===== config.mk =====
export PLATFORM = sky130hd
export DESIGN_NAME = clb_config_loader_flat
export DESIGN_NICKNAME = d
export VERILOG_FILES = /design/src/rtl/clb_config_loader_if.sv /design/src/rtl/clb_config_loader.sv /design/src/flat_wrapper.sv
export SDC_FILE = /design/constraint.sdc
export NUM_CORES = 1
export LEC_CHECK = 0
export ABC_AREA = 1
export CAP_MARGIN = 40
export CORE_UTILIZATION = 46
export CTS_BUF_LIST = sky130_fd_sc_hd__clkbuf_16
export DETAILED_ROUTE_END_ITERATION = 12
export HOLD_SLACK_MARGIN = 0.15
export PLACE_DENSITY = 0.74
export SLEW_MARGIN = 40
export SYNTH_ARGS = -nofsm -noshare
export SYNTH_HDL_FRONTEND = slang
export SYNTH_SLANG_ARGS = --single-unit

===== constraint.sdc =====
create_clock -name CLK -period 1.4 [get_ports CLK]
set_input_delay 0.28 -clock CLK [delete_from_list [all_inputs] [get_ports CLK]]
set_output_delay 0.28 -clock CLK [all_outputs]
set_load 0.02 [all_outputs]

===== src/rtl/clb_config_loader_if.sv =====
// ----------------------------------------------------------------------------
// clb_config_loader_if
// Byte handshake between the bitstream source and the CLB configuration
// loader.
//   byte_valid : source -> loader, byte_data holds a bitstream byte
//   byte_data  : source -> loader, bitstream byte (MSB is shifted first)
//   byte_ready : loader -> source, loader can accept a byte this cycle
// A byte transfers on a rising clock edge where byte_valid && byte_ready.
// ----------------------------------------------------------------------------
interface clb_config_loader_if;
    logic       byte_valid;
    logic [7:0] byte_data;
    logic       byte_ready;

    modport master (
        output byte_valid,
        output byte_data,
        input  byte_ready
    );

    modport slave (
        input  byte_valid,
        input  byte_data,
        output byte_ready
    );
endinterface


===== src/rtl/clb_config_loader.sv =====
// ----------------------------------------------------------------------------
// clb_config_loader
// Serial configuration sequencer in front of the SLICEM LUT shift chain.
// Accepts bitstream bytes over a valid/ready handshake and shifts them
// MSB-first onto the LUT configuration chain. It frames the stream into
// FRAME_BITS-bit frames, one per LUT in index order, strobes the matching
// one-hot CLB_prgm_b bit, and raises prgm_b/GWE/done once every frame has
// been shifted.
//
// Optional feature macro: CFG_LOADER_PARITY_EN
//   When defined, every emitted bit is XOR-accumulated. After the last frame
//   the loader accepts one trailing byte whose bit0 must equal that XOR: a
//   match goes to DONE, a mismatch raises error. When undefined there is no
//   trailing byte and error is tied low.
//
// Ports:
//   CLK             : clock, rising edge
//   reset           : asynchronous, active-high reset
//   start           : single-cycle pulse that begins a load
//   bus             : byte handshake (slave side: byte_valid, byte_data in,
//                     byte_ready out)
//   config_data_out : serial bit to the LUT config_data_in
//   shift_en        : config_data_out is valid this cycle
//   CLB_prgm_b      : one-hot, bit i high while LUT i is being shifted
//   prgm_b          : 0 while configuring, 1 in operate mode
//   GWE             : global write enable, follows prgm_b
//   lut_idx         : index of the LUT currently being loaded
//   done            : load complete
//   error           : trailing parity check failed
// All outputs are flops. Each output flop is loaded with the value that
// belongs to the state being entered, so outputs line up with state_q.
// ----------------------------------------------------------------------------
module clb_config_loader #(
    parameter int NUM_LUTS   = 4,
    parameter int FRAME_BITS = 38
) (
    input  logic                      CLK,
    input  logic                      reset,
    input  logic                      start,
    clb_config_loader_if.slave        bus,
    output logic                      config_data_out,
    output logic                      shift_en,
    output logic [NUM_LUTS-1:0]       CLB_prgm_b,
    output logic                      prgm_b,
    output logic                      GWE,
    output logic [$clog2(NUM_LUTS):0] lut_idx,
    output logic                      done,
    output logic                      error
);
    localparam int IDX_W = $clog2(NUM_LUTS) + 1;
    localparam int CNT_W = $clog2(FRAME_BITS + 1);

    typedef enum logic [2:0] {
        ST_IDLE  = 3'd0,
        ST_LOAD  = 3'd1,
        ST_SHIFT = 3'd2,
`ifdef CFG_LOADER_PARITY_EN
        ST_CHECK = 3'd3,
`endif
        ST_DONE  = 3'd4,
        ST_ERR   = 3'd5
    } state_t;

    // Running XOR of the emitted configuration bits.
    function automatic logic parity_acc(input logic acc, input logic bit_in);
        return acc ^ bit_in;
    endfunction

    state_t               state_q, state_d;
    logic [7:0]           shreg_q, shreg_d;
    logic [2:0]           byte_bit_q, byte_bit_d;
    logic [CNT_W-1:0]     bit_cnt_q, bit_cnt_d;
    logic [IDX_W-1:0]     lut_idx_q, lut_idx_d;
    logic                 parity_q, parity_d;
    logic                 byte_ready_q, byte_ready_d;
    logic                 config_data_out_q, config_data_out_d;
    logic                 shift_en_q, shift_en_d;
    logic [NUM_LUTS-1:0]  clb_prgm_b_q, clb_prgm_b_d;
    logic                 prgm_b_q, prgm_b_d;
    logic                 gwe_q, gwe_d;
    logic                 done_q, done_d;
    logic                 error_q, error_d;

    // Next-state, datapath and next-output computation.
    always_comb begin
        state_d    = state_q;
        shreg_d    = shreg_q;
        byte_bit_d = byte_bit_q;
        bit_cnt_d  = bit_cnt_q;
        lut_idx_d  = lut_idx_q;
        parity_d   = parity_q;

        case (state_q)
            ST_IDLE, ST_DONE, ST_ERR: begin
                if (start) begin
                    state_d   = ST_LOAD;
                    lut_idx_d = '0;
                    bit_cnt_d = '0;
                    parity_d  = 1'b0;
                end else begin
                    state_d = state_q;
                end
            end
            ST_LOAD: begin
                if (bus.byte_valid && byte_ready_q) begin
                    shreg_d    = bus.byte_data;
                    byte_bit_d = 3'd0;
                    state_d    = ST_SHIFT;
                end else begin
                    state_d = ST_LOAD;
                end
            end
            ST_SHIFT: begin
                shreg_d    = {shreg_q[6:0], 1'b0};
                byte_bit_d = byte_bit_q + 3'd1;
                parity_d   = parity_acc(parity_q, shreg_q[7]);
                if (bit_cnt_q == CNT_W'(FRAME_BITS - 1)) begin
                    // Frame boundary: the next bit already belongs to the next
                    // LUT, even in the middle of a byte.
                    bit_cnt_d = '0;
                    lut_idx_d = lut_idx_q + IDX_W'(1);
                    if (lut_idx_q == IDX_W'(NUM_LUTS - 1)) begin
                        // Last bit of the last frame: leftover byte bits are dropped.
`ifdef CFG_LOADER_PARITY_EN
                        state_d = ST_CHECK;
`else
                        state_d = ST_DONE;
`endif
                    end else if (byte_bit_q == 3'd7) begin
                        state_d = ST_LOAD;
                    end else begin
                        state_d = ST_SHIFT;
                    end
                end else begin
                    bit_cnt_d = bit_cnt_q + CNT_W'(1);
                    if (byte_bit_q == 3'd7) begin
                        state_d = ST_LOAD;
                    end else begin
                        state_d = ST_SHIFT;
                    end
                end
            end
`ifdef CFG_LOADER_PARITY_EN
            ST_CHECK: begin
                if (bus.byte_valid && byte_ready_q) begin
                    if (bus.byte_data[0] == parity_q) begin
                        state_d = ST_DONE;
                    end else begin
                        state_d = ST_ERR;
                    end
                end else begin
                    state_d = ST_CHECK;
                end
            end
`endif
            default: begin
                state_d = ST_IDLE;
            end
        endcase

        // Outputs are derived from the state being entered so the registered
        // copies are valid in the same cycle as that state.
`ifdef CFG_LOADER_PARITY_EN
        byte_ready_d = (state_d == ST_LOAD) || (state_d == ST_CHECK);
        error_d      = (state_d == ST_ERR);
`else
        byte_ready_d = (state_d == ST_LOAD);
        error_d      = 1'b0;
`endif
        shift_en_d = (state_d == ST_SHIFT);
        if (state_d == ST_SHIFT) begin
            config_data_out_d = shreg_d[7];
            clb_prgm_b_d      = NUM_LUTS'(1) << lut_idx_d;
        end else begin
            config_data_out_d = 1'b0;
            clb_prgm_b_d      = '0;
        end
        prgm_b_d = (state_d == ST_DONE);
        gwe_d    = (state_d == ST_DONE);
        done_d   = (state_d == ST_DONE);
    end

    // State, datapath and output registers with asynchronous reset.
    always_ff @(posedge CLK or posedge reset) begin
        if (reset) begin
            state_q           <= ST_IDLE;
            shreg_q           <= 8'h00;
            byte_bit_q        <= 3'd0;
            bit_cnt_q         <= '0;
            lut_idx_q         <= '0;
            parity_q          <= 1'b0;
            byte_ready_q      <= 1'b0;
            config_data_out_q <= 1'b0;
            shift_en_q        <= 1'b0;
            clb_prgm_b_q      <= '0;
            prgm_b_q          <= 1'b0;
            gwe_q             <= 1'b0;
            done_q            <= 1'b0;
            error_q           <= 1'b0;
        end else begin
            state_q           <= state_d;
            shreg_q           <= shreg_d;
            byte_bit_q        <= byte_bit_d;
            bit_cnt_q         <= bit_cnt_d;
            lut_idx_q         <= lut_idx_d;
            parity_q          <= parity_d;
            byte_ready_q      <= byte_ready_d;
            config_data_out_q <= config_data_out_d;
            shift_en_q        <= shift_en_d;
            clb_prgm_b_q      <= clb_prgm_b_d;
            prgm_b_q          <= prgm_b_d;
            gwe_q             <= gwe_d;
            done_q            <= done_d;
            error_q           <= error_d;
        end
    end

    assign bus.byte_ready   = byte_ready_q;
    assign config_data_out  = config_data_out_q;
    assign shift_en         = shift_en_q;
    assign CLB_prgm_b       = clb_prgm_b_q;
    assign prgm_b           = prgm_b_q;
    assign GWE              = gwe_q;
    assign lut_idx          = lut_idx_q;
    assign done             = done_q;
    assign error            = error_q;
endmodule


===== src/flat_wrapper.sv =====
// flat-port wrapper written by rule: the top's interface ports become plain ports
module clb_config_loader_flat 
#(
    parameter int NUM_LUTS   = 4,
    parameter int FRAME_BITS = 38
)
  (CLK, reset, start, config_data_out, shift_en, CLB_prgm_b, prgm_b, GWE, lut_idx, done, error, bus_byte_valid, bus_byte_data, bus_byte_ready);
  clb_config_loader_if bus_i ();
  input  logic CLK;
  input  logic reset;
  input  logic start;
  output logic config_data_out;
  output logic shift_en;
  output logic [NUM_LUTS-1:0] CLB_prgm_b;
  output logic prgm_b;
  output logic GWE;
  output logic [$clog2(NUM_LUTS):0] lut_idx;
  output logic done;
  output logic error;
  input wire logic [$bits(bus_i.byte_valid)-1:0] bus_byte_valid;
  input wire logic [$bits(bus_i.byte_data)-1:0] bus_byte_data;
  output wire logic [$bits(bus_i.byte_ready)-1:0] bus_byte_ready;
  assign bus_i.byte_valid = bus_byte_valid;
  assign bus_i.byte_data = bus_byte_data;
  assign bus_byte_ready = bus_i.byte_ready;
  clb_config_loader #(.NUM_LUTS(NUM_LUTS), .FRAME_BITS(FRAME_BITS)) u_core (.CLK(CLK), .reset(reset), .start(start), .bus(bus_i), .config_data_out(config_data_out), .shift_en(shift_en), .CLB_prgm_b(CLB_prgm_b), .prgm_b(prgm_b), .GWE(GWE), .lut_idx(lut_idx), .done(done), .error(error));
endmodule

==> flow_summary.toml <==
[detailed_routing]
routed_wire_length_per_instance_um = 13.76
vias = 1239
wl_met2_um = 1734
wl_met3_um = 159
via_per_inst = 4.976
top_layer = "met4"
drc_errors = 0
drt-total-wl_um = 3425
drtIter0Drc = 61
met1_length_um = 1479
final_antenna_net_count = 0
dr.pass1.iters = 4

[floorplan]
die_x_um = 58.80
initial_utilization = 0.4861
dieArea_mm2 = 0.003457
rows = 20
die_y_um = 58.80
core_area_mm2 = 0.003053
num_io_pins = 26

[critical_path]
critPathTopFamily = "simple AND/OR/NAND/NOR gates"
end_kind = "flip-flop"
timing.rr.start = "u_core.bit_cnt_q[1]"
cpPeakStageDelay_ps = 390
setup.worst_path.start_class = "flip-flop"
arrival_ps = 1690
reg2reg_to = "u_core.CLB_prgm_b[1]"
crit_top_cell = "nand2_2"
path_cells = "inv_2, ha_4, nand3_4, nor2_4, buf_6, nand2_4, or2_1, nand2_2, nand2_2, nor2_1"
slowest_stage = "dfrtp_1"
crit_type = "reg2reg"
cp_data_required_time_ps = 1610
crit_buf_inv = 2
cp_max_fo = 3
reg2reg_setup_slack_ps = -90
r2r_cells = 10

[cts]
postCtsHoldBufs = 0
cts.sinks = 31
cts_buffer_depth = 2
cts-root-buf = "clkbuf_16"
path_clk_slew_ps = 50
cts_tree = "built"
clk_latency_ps = 280
htree_levels = 2
cts_made_buffers = 5

[pwr]
sw_frac_of_total = 0.3429
irDropWorstVdd_v = 0.001300
clkPwrFrac = 0.280
power_leakage_nw = 1.107
power.internal_mw = 2.343
p_total_mw = 3.565
p_comb_frac = 0.357
cellPowerDensity_mw_per_mm2 = 1687
pwr-share-seq = 0.363
switchingPower_mw = 1.223

[yosys]
yosysWarnings = 0
syn_avg_cell_area_um2 = 9.392
synth_edf_count = 0
synth_top_area_share = 0.5228
yosysMostFrequentCell = "nand2_1"
ys_ff_latch = 31
synth_area_leader_cell = "dfrtp_1"
synth_cells = 158
synth_nets = 176
ys_seq_area_frac = 0.5228
ys_types = 26
netlist_area_mm2 = 0.001484
synth.area.top_cells = "dfrtp_1 52%, nand2_1 9.4%, ha_1 5.1%"
synthTopCellsByCount = "37 x nand2_1, 31 x dfrtp_1, 15 x inv_1"
synthFlopType = "dfrtp_1"
ys_async_sr_fraction = 1.000

[flow_run]
cap_violations = 0

[placement]
dpl.hpwl_um = 2291
dp_slack_ps = -221.3
place_inst = 237
place.gp.congestion = 0.8161
port_buffers = 24

[sta]
slew_violations = 0
rsz0062_at_grt = "true"
setup_viol = 5
finalWorstSetupSlack_ps = -86.17
hold_viol_final = 0
min_period_over_period = 1.062
timing.fmax_ghz = 0.6729
min_period_ps = 1486
fin_worst_skew_ps = 1.764

[grt]
grt_overflow = 0
antenna_found_initial = 0
grtUsageTotal = 0.2213
grt_pass1_vias = 1250
grt_pass1_wl_um = 5575
grt_max_degree = 32

[layout]
syn2layout_area_growth_pct = 42.41
fin_util = 0.6922
drive_gt1_frac = 0.2634
diodes = 0
final_nets = 223
final_cells = 249

[outcome]
status = "finished, violations left"
violations = "negative setup slack"

[hold_path]
hp-class = "in2async"
-- timing repair --
item	CTS	global route
gates resized for setup	21	13
buffers inserted	2	3
pin swaps	3	6
endpoints found under the setup margin	22	10
-- tightest hold or removal path: stages --
cell and delay, ps:
clkdlybuf4s50_1 410, inv_1 100, buf_12 210
-- worst max path at each step --
stage | start | end | slack [ps] | cells after the start
floorplan | u_core.lut_idx[0] | u_core.CLB_prgm_b[0] | 5 | 7
global placement | bus_byte_valid | u_core.CLB_prgm_b[1] | -190 | 7
global route | u_core.bit_cnt_q[1] | u_core.CLB_prgm_b[1] | -150 | 10
finish | u_core.bit_cnt_q[1] | u_core.CLB_prgm_b[1] | -90 | 10
detailed placement | bus_byte_valid | u_core.CLB_prgm_b[0] | -220 | 7
CTS | u_core.bit_cnt_q[1] | u_core.CLB_prgm_b[3] | -140 | 10
-- cells in the final DEF, fill, tap and decap left out, types with 2 or more instances in the layout --
cell type,n
a21oi_4,2
a22o_1,2
a22oi_1,6
buf_4,19
clkbuf_16,5
clkdlybuf4s50_1,11
dfrtp_1,31
dlygate4sd2_1,13
ha_1,4
inv_1,14
inv_2,4
nand2_1,33
nand2_2,5
nand2_4,6
nand3_1,9
nor2_1,9
nor2_2,3
o21ai_0,5
o22ai_1,4
xnor2_1,2
xor2_1,2
-- sequential cells by signal, summed over array words and instances, names as in the netlist --
register / cells
u_core.state_q: 3
u_core.config_data_out: 1
u_core.byte_bit_q: 3
u_core.bus.byte_ready: 1
u_core.lut_idx: 3
u_core.CLB_prgm_b: 4
u_core.bit_cnt_q: 6
u_core.shift_en: 1
u_core.prgm_b: 1
u_core.shreg_q: 8
-- layer usage --
| metal | GRT usage | vias to the layer above |
|---|---|---|
| li1 | - | 604 |
| met1 | 0.2793 | 590 |
| met2 | 0.3506 | 39 |
| met3 | 0.06374 | 6 |
| met4 | 0.1020 | 0 |
| met5 | 0 | - |
-- cell families after synthesis --
logic type | share of synthesized area
other | 0.002527
DFF | 0.5228
xor gates and xnor gates | 0.02361
and+or+nand+nor | 0.2260
AOI/OAI and AO/OA | 0.09275
buffers and inverters | 0.08178
adders and majority gates | 0.05059
-- power by group through the flow --
stage          Combinational (mW)  Clock (mW)  Sequential, mW
6_report                     1.27       0.999            1.29
4_1_cts                      1.18        1.01            1.29
3_3_place_gp                 1.11           0            1.27
3_5_place_dp                 1.16           0            1.29
5_1_grt                      1.42        1.06            1.32
2_1_floorplan               0.670           0            1.32
-- layout make-up --
type / instances / area, um2
Tap cell: 44 / 55.05
Clock inverter: 2 / 8.758
Fill cell: 238 / 939.7
Clock buffer: 5 / 125.1
Multi-Input combinational cell: 103 / 674.4
Timing Repair Buffer: 45 / 397.9
Sequential cell: 31 / 775.7
Inverter: 19 / 76.32
-- metrics by stage --
stage / hold WS [ps] / instance area, um2 / TNS (ps)
after floorplan: 383.5 / 1484 / 0
after global placement: 455.1 / 1867 / -2505
after detailed placement: 468.5 / 1867 / -3091
after CTS: 375.3 / 2032 / -383.8
after global routing: 398.2 / 2113 / -768.9
final: 363.5 / 2113 / -274.2
(Power assumes the default switching activity.)
==> edit, RTL diff (same flow settings) <==
`NUM_LUTS` is set to 4 in 2 places; all go to 2.
--- a/src/rtl/clb_config_loader.sv
+++ b/src/rtl/clb_config_loader.sv
@@ -31,7 +31,7 @@
 // belongs to the state being entered, so outputs line up with state_q.
 // ----------------------------------------------------------------------------
 module clb_config_loader #(
-    parameter int NUM_LUTS   = 4,
+    parameter int NUM_LUTS   = 2,
     parameter int FRAME_BITS = 38
 ) (
     input  logic                      CLK,
--- a/src/flat_wrapper.sv
+++ b/src/flat_wrapper.sv
@@ -1,7 +1,7 @@
 // flat-port wrapper written by rule: the top's interface ports become plain ports
 module clb_config_loader_flat 
 #(
-    parameter int NUM_LUTS   = 4,
+    parameter int NUM_LUTS   = 2,
     parameter int FRAME_BITS = 38
 )
   (CLK, reset, start, config_data_out, shift_en, CLB_prgm_b, prgm_b, GWE, lut_idx, done, error, bus_byte_valid, bus_byte_data, bus_byte_ready);
Interface: changed (resized CLB_prgm_b and lut_idx); port bits go from 26 to 23. No check against the original RTL was run, so the function may have changed too.
==> edit against the unedited design <==
The flow still finishes with violations (negative setup slack). Via count decreased by 2.7%. First-iteration DRC count decreased by 41%. Critical path depth decreased by 3. Worst setup slack improved by 0.033 ns. Routed wire length increased by 1.1%. Die area decreased by 8.7%. Sequential cell count decreased by 3. Final area decreased by 4.7%. Synthesized area decreased by 9.0%. Power decreased by 3.2%.
==> edit: results <==
metrics = {
    "status": {
        "outcome": "finished, violations left",
        "violations": "negative setup slack",
    },
    "place": {
        "gp_congestion": 0.831,
        "dp_hpwl_um": 2030,
        "place_area_sq_mm": 0.00166,
        "place_ws_ns": -0.339,
    },
    "power_and_ir_drop": {
        "clock_power_uw": 836,
        "p_leak_uw": 0.00103,
        "max-vdd-ir-drop_mv": 1.28,
        "p_int_uw": 2280,
    },
    "cells_and_area": {
        "nFillCells": 192,
    },
    "clock_network": {
        "insertion_delay_ns": 0.26,
        "cts_buffers": 3,
        "h-tree-depth": 1,
        "path_clk_slew_ns": 0.07,
    },
    "global_route": {
        "grt_max_degree": 29,
        "met1_usage_pct": 26.8,
        "use_met3_pct": 3.26,
        "track_usage_pct": 21.6,
        "met2_usage_pct": 38.9,
    },
    "timing": {
        "setup_viol": 6,
        "timing.final.ws_setup_ns": -0.0531,
    },
    "worst_setup_path": {
        "arrival_ns": 1.65,
        "worst_path_dominant_cell_family": "adder cells",
    },
    "routing": {
        "via_per_inst": 5.36,
        "finalWirelength_um": 3460,
    },
    "logic_synthesis": {
        "synth_nets": 167,
        "synth.yosys.seq_area_share_pct": 51.9,
    },
}
-- edit: kinds of logic (layout without fill, tap and decap cells) --
logic type | after synthesis | in the layout | synth area share [%]
other | 1 | 1 | 0.278
AO/OA/AOI/OAI | 18 | 18 | 9.73
XOR/XNOR | 4 | 4 | 2.60
flip-flops | 28 | 28 | 51.9
buffers and inverters | 23 | 67 | 7.69
AND/OR/NAND/NOR | 71 | 71 | 23.2
adder cells (fa/ha/maj) | 5 | 5 | 4.63
-- edit: tightest hold or removal path: stages --
cell             delay [ns]
clkdlybuf4s50_1        0.39
inv_1                  0.09
buf_12                 0.20
-- edit: metrics by stage --
step | setup TNS, ns | power [uW]
after floorplan | 0 | 1810
after global placement | -3.05 | 2150
after detailed placement | -3.63 | 2220
after CTS | 0 | 3200
after global routing | -0.879 | 3620
final | -0.162 | 3450
-- edit: area by class of cell --
cell class | instances | area share [%]
flip-flops and latches | 28 | 34.9
multi-input cells | 99 | 33.7
repair buffers | 46 | 20.9
clock buffers | 3 | 3.73
inverters | 17 | 3.29
well taps | 31 | 1.93
clock inverters | 1 | 1.49
-- edit: final timing paths --
path	slack, ns	startpoint	end
min in group CLK	0.49	u_core.shreg_q[2]	u_core.shreg_q[2]
max	-0.05	u_core.byte_bit_q[0]	u_core.CLB_prgm_b[0]
min reg2reg	0.49	u_core.shreg_q[2]	u_core.shreg_q[2]
min	0.35	reset	u_core.prgm_b
max reg2reg	-0.05	u_core.byte_bit_q[0]	u_core.CLB_prgm_b[0]
max in group asynchronous	0.89	reset	u_core.bit_cnt_q[2]
-- edit: what timing repair did --
action | CTS | global route
gates resized for setup | 23 | 33
buffers inserted | 6 | 8
pin swaps | 5 | 12
hold endpoints to repair | 0 | 0
setup endpoints to repair | 29 | 15
